File: config.mk
export PLATFORM = sky130hd
export DESIGN_NAME = complex_mult_pipe
export DESIGN_NICKNAME = d
export VERILOG_FILES = /design/src/rtl/complex_mult_pipe.sv
export SDC_FILE = /design/constraint.sdc
export NUM_CORES = 1
export LEC_CHECK = 0
export ABC_AREA = 1
export CAP_MARGIN = 5
export CELL_PAD_IN_SITES_DETAIL_PLACEMENT = 1
export CELL_PAD_IN_SITES_GLOBAL_PLACEMENT = 2
export CORE_UTILIZATION = 35
export DETAILED_ROUTE_END_ITERATION = 10
export GPL_ROUTABILITY_DRIVEN = 0
export GPL_TIMING_DRIVEN = 0
export PLACE_DENSITY = 0.84
export SLEW_MARGIN = 25
export SYNTH_ARGS = -nofsm -noshare
export SYNTH_HDL_FRONTEND = slang
export SYNTH_SLANG_ARGS = --single-unit
File: constraint.sdc
create_clock -name Clk -period 4.63 [get_ports Clk]
set_input_delay 0.6945 -clock Clk [delete_from_list [all_inputs] [get_ports Clk]]
set_output_delay 0.6945 -clock Clk [all_outputs]
set_load 0.03 [all_outputs]
File: src/rtl/complex_mult_pipe.sv
// Pipelined signed complex multiplier, 3 stages, valid/ready, full precision.
// Build option: CMUL_CONJ_EN adds ConjB so the block can compute A*conj(B).
module complex_mult_pipe #(
  parameter int W = 8
) (
  input  logic             Clk,
  input  logic             Reset_n,
  input  logic             InValid,
  output logic             InReady,
  input  logic [2*W-1:0]   InputMultiplier1,
  input  logic [2*W-1:0]   InputMultiplier2,
`ifdef CMUL_CONJ_EN
  input  logic             ConjB,
`endif
  output logic             OutValid,
  input  logic             OutReady,
  output logic [4*W+1:0]   MultiplicationResult,
  output logic [15:0]      SampleCount
);

  localparam int PW = 2*W+1;
  localparam int XW = W+1;

  logic                 r_v1, r_v2, r_v3;
  logic signed [W:0]    r_ar, r_ai, r_br, r_bi;
  logic signed [PW-1:0] r_p_rr, r_p_ii, r_p_ri, r_p_ir;
  logic signed [PW-1:0] r_re, r_im;
  logic [15:0]          r_cnt;

  logic                 w_rdy1, w_rdy2, w_rdy3;
  logic signed [W:0]    w_ar, w_ai, w_br, w_bi_x, w_bi;
  logic signed [PW-1:0] w_p_rr, w_p_ii, w_p_ri, w_p_ir;

  function automatic logic signed [PW-1:0] sx(
    input logic signed [W:0] v
  );
    return {{(PW-XW){v[W]}}, v};
  endfunction

  assign w_rdy3  = ~r_v3 | OutReady;
  assign w_rdy2  = ~r_v2 | w_rdy3;
  assign w_rdy1  = ~r_v1 | w_rdy2;
  assign InReady = w_rdy1;

  assign w_ar   = {InputMultiplier1[2*W-1], InputMultiplier1[2*W-1:W]};
  assign w_ai   = {InputMultiplier1[W-1],   InputMultiplier1[W-1:0]};
  assign w_br   = {InputMultiplier2[2*W-1], InputMultiplier2[2*W-1:W]};
  assign w_bi_x = {InputMultiplier2[W-1],   InputMultiplier2[W-1:0]};

  // -(-2^(W-1)) needs the extra bit, which is why operands are W+1 wide
`ifdef CMUL_CONJ_EN
  assign w_bi = ConjB ? -w_bi_x : w_bi_x;
`else
  assign w_bi = w_bi_x;
`endif

  assign w_p_rr = sx(r_ar) * sx(r_br);
  assign w_p_ii = sx(r_ai) * sx(r_bi);
  assign w_p_ri = sx(r_ar) * sx(r_bi);
  assign w_p_ir = sx(r_ai) * sx(r_br);

  always_ff @(posedge Clk or negedge Reset_n) begin
    if (!Reset_n) begin
      r_v1   <= 1'b0;
      r_v2   <= 1'b0;
      r_v3   <= 1'b0;
      r_ar   <= '0;
      r_ai   <= '0;
      r_br   <= '0;
      r_bi   <= '0;
      r_p_rr <= '0;
      r_p_ii <= '0;
      r_p_ri <= '0;
      r_p_ir <= '0;
      r_re   <= '0;
      r_im   <= '0;
      r_cnt  <= '0;
    end else begin
      if (w_rdy1) r_v1 <= InValid;
      if (w_rdy1 && InValid) begin
        r_ar <= w_ar;
        r_ai <= w_ai;
        r_br <= w_br;
        r_bi <= w_bi;
      end
      if (w_rdy2) r_v2 <= r_v1;
      if (w_rdy2 && r_v1) begin
        r_p_rr <= w_p_rr;
        r_p_ii <= w_p_ii;
        r_p_ri <= w_p_ri;
        r_p_ir <= w_p_ir;
      end
      if (w_rdy3) r_v3 <= r_v2;
      if (w_rdy3 && r_v2) begin
        r_re <= r_p_rr - r_p_ii;
        r_im <= r_p_ri + r_p_ir;
      end
      if (r_v3 && OutReady) r_cnt <= r_cnt + 16'd1;
    end
  end

  assign OutValid             = r_v3;
  assign MultiplicationResult = {r_re, r_im};
  assign SampleCount          = r_cnt;

endmodule
==> results.ini <==
[status]
outcome = finished, final reports clean

[detailed_routing]
drtIter0Drc = 711
postRouteAntennaNets = 0
drcViolationCount = 0
drt-vias-per-instance = 4.72
drt_first_pass_iters = 5
vias = 15018
avgRoutedWirePerCell_um = 17.1
drt-total-wl_um = 54400

[floorplanning]
dieWidth_um = 230
initial_core_util_pct = 35.4
coreArea_um2 = 51300
die-area_um2 = 52800
die_y_um = 230
rows = 83
io_pins = 88

[logic_synthesis]
synth_common_cells = 654 x nand2_1, 607 x inv_1, 222 x fa_1
avgSynthCellArea_um2 = 7.64
synth_area_um2 = 18200
syn_inst = 2379
synth_most_common_cell = nand2_1
synth.largest_area_cell = fa_1
yosys_warnings = 0
synthTopCellsByArea = fa_1 24%, dfrtp_1 21%, nand2_1 14%
synth_edf_count = 0
async_flop_share_pct = 100
yosysUniqueCellTypes = 40
ys_ff_latch = 149
ys.flop_type = dfrtp_1
yosysSeqAreaShare_pct = 20.5
synth_fp_nets = 2786
synth_top_area_share_pct = 24.5

[worst_setup_path]
reg2reg_from = r_ar[3]$_DFFE_PN0P_
cp_data_arrival_time_ns = 4.85
endpoint_kind = register
r2r-end = r_p_rr[11]$_DFFE_PN0P_
path_class = register to register
reg2regPathDepth = 15
cp-endpoint = r_p_rr[11]$_DFFE_PN0P_
crit_path_start_kind = register
cp-startpoint = r_ar[3]$_DFFE_PN0P_
ff2ff_setup_slack_ns = 0.13
required_ns = 4.99
critPathMaxFanout = 10

[clocking]
clk_path_buf_depth = 2
cts_root_buf = clkbuf_16
insertion_delay_ns = 0.48
htreeDepth = 4
path_clk_slew_ns = 0.08
hold_buffers = 0
tritoncts = yes
cts_buffers = 17
clkSinkCount = 149

[cells_and_area]
syn2layout_area_growth_pct = 15.1
nets = 2896
drive_above_1_share_pct = 7.67
num_antenna_cells = 0
nFillCells = 6366
final_core_util_pct = 40.8

[place]
dp_hpwl_um = 45600
port_buffers = 87

[sta]
finalClockSkew_ns = 0.0174
hold_viol = 0
maxSlewViolCount = 0
fmax_mhz = 222
setup_viol = 0
slew_headroom_pct = 54.9
period_share_pct = 97.1
worstMarginPinSlew_ns = 0.676
final.min_clock_period_ns = 4.50

[global_routing]
grt_pass1_wl_um = 88300
antenna_found_initial = 0
grt_usage_pct = 21.6
grt_max_degree = 75
grt.overflow.total = 0
grt_pass1_vias = 16373

[min_path]
min_path_type = primary input to async pin

[run]
maxCapViolCount = 0

[layout make-up]
| type | count | area, um^2 | share of cell area (%) |
|---|---|---|---|
| Tap cell | 680 | 851 | 4.07 |
| Buffer | 53 | 347 | 1.66 |
| Timing Repair Buffer | 120 | 1160 | 5.56 |
| Clock buffer | 20 | 447 | 2.14 |
| Multi-Input combinational cell | 1539 | 11900 | 57.0 |
| Inverter | 609 | 2290 | 11.0 |
| Clock inverter | 12 | 120 | 0.574 |
| Sequential cell | 149 | 3770 | 18.0 |
[critical path, stage by stage (launching register included)]
cell and delay (ns):
dfrtp_2 0.50, buf_2 0.33, nand2_1 0.13, fa_1 0.46
fa_1 0.48, fa_1 0.52, fa_1 0.49, inv_1 0.04
ha_1 0.35, nand2_1 0.10, nand2_1 0.07, o21ai_0 0.22
nand3_1 0.15, buf_4 0.16, xnor2_2 0.29, o21ai_1 0.10
[state kept, by name, indices dropped and copies added, names as in the netlist]
| name | count |
|---|---|
| r_p_rr | 16 |
| r_v1 | 1 |
| r_ai | 8 |
| r_re | 17 |
| r_br | 8 |
| OutValid | 1 |
| r_v2 | 1 |
| r_p_ii | 16 |
| r_p_ri | 16 |
| r_im | 17 |
| r_bi | 8 |
| r_p_ir | 16 |
| SampleCount | 16 |
| r_ar | 8 |
[placed cells by master, fill, tap and decap left out, types with 4 or more instances in the layout]
cell type,instances
xor2_1,30
inv_6,4
nand3b_1,11
nor2_1,100
a21oi_1,57
nand3_2,5
buf_4,43
clkbuf_16,17
inv_1,603
mux2_2,7
fa_1,215
clkbuf_4,12
clkbuf_1,9
fa_2,7
ha_1,142
dfrtp_1,119
nand4_1,15
nor3_1,4
nand2_1,654
mux2_1,21
xnor2_1,36
dfrtp_2,30
o21ai_0,78
clkdlybuf4s50_1,86
nand3_1,94
o21ai_1,12
ha_2,5
buf_2,16
a21oi_2,6
clkinvlp_4,5
o21bai_1,9
[metrics by stage]
stage	cell area [um^2]	setup WS, ns	instances	hold WS, ns	setup TNS [ns]
after floorplan	18200	0.358	2379	0.399	0
after global placement	19900	-3.62	3146	0.469	-549.04
after detailed placement	19900	-0.907	3148	0.471	-17.45
after CTS	20600	0.00533	3159	0.0212	0
after global routing	20900	-0.0270	3182	0.0483	-0.0439
final	20900	0.133	3182	0.0589	0
[logic make-up (layout without fill, tap and decap cells)]
kind of cell | Yosys count | in the layout | share of synthesized area (%)
AND/OR/NAND/NOR | 900 | 900 | 20.3
AO/OA/AOI/OAI | 171 | 171 | 4.94
XOR/XNOR | 69 | 69 | 3.33
adder cells (fa/ha/maj) | 371 | 371 | 34.7
buffers and inverters | 691 | 814 | 14.5
multiplexers | 28 | 28 | 1.74
flip-flops | 149 | 149 | 20.5
[how the worst min path moves through the flow]
stage                         start                   end  slack [ns]  depth (start not counted)
5_1_grt                     Reset_n  r_im[12]$_DFFE_PN0P_        0.05                          1
3_3_place_gp   r_re[10]$_DFFE_PN0P_  r_re[10]$_DFFE_PN0P_        0.47                          2
6_report                    Reset_n  r_im[12]$_DFFE_PN0P_        0.06                          1
4_1_cts                     Reset_n   r_im[7]$_DFFE_PN0P_        0.02                          1
3_5_place_dp    r_im[9]$_DFFE_PN0P_   r_im[9]$_DFFE_PN0P_        0.47                          2
2_1_floorplan               Reset_n  OutValid$_DFFE_PN0P_        0.40                          0
[routing by layer]
| metal | vias to the layer above | share of wire, % | GRT usage, % |
|---|---|---|---|
| met4 | 0 | 2.3 | 6.54 |
| met3 | 54 | 3.2 | 3.01 |
| met1 | 7489 | 46 | 28.2 |
| met5 | - | 0 | 0 |
| li1 | 7245 | - | - |
| met2 | 230 | 49 | 36.9 |
[timing repair]
| action | CTS | global route |
|---|---|---|
| endpoints found under the setup margin | 36 | 28 |
| setup buffers | 5 | 26 |
| resized for setup | 81 | 63 |
| pin swaps | 0 | 3 |
Power is left out: the tool's default activity adds up to more than one toggle a clock period on the data nets, which glitch-free logic cannot reach.
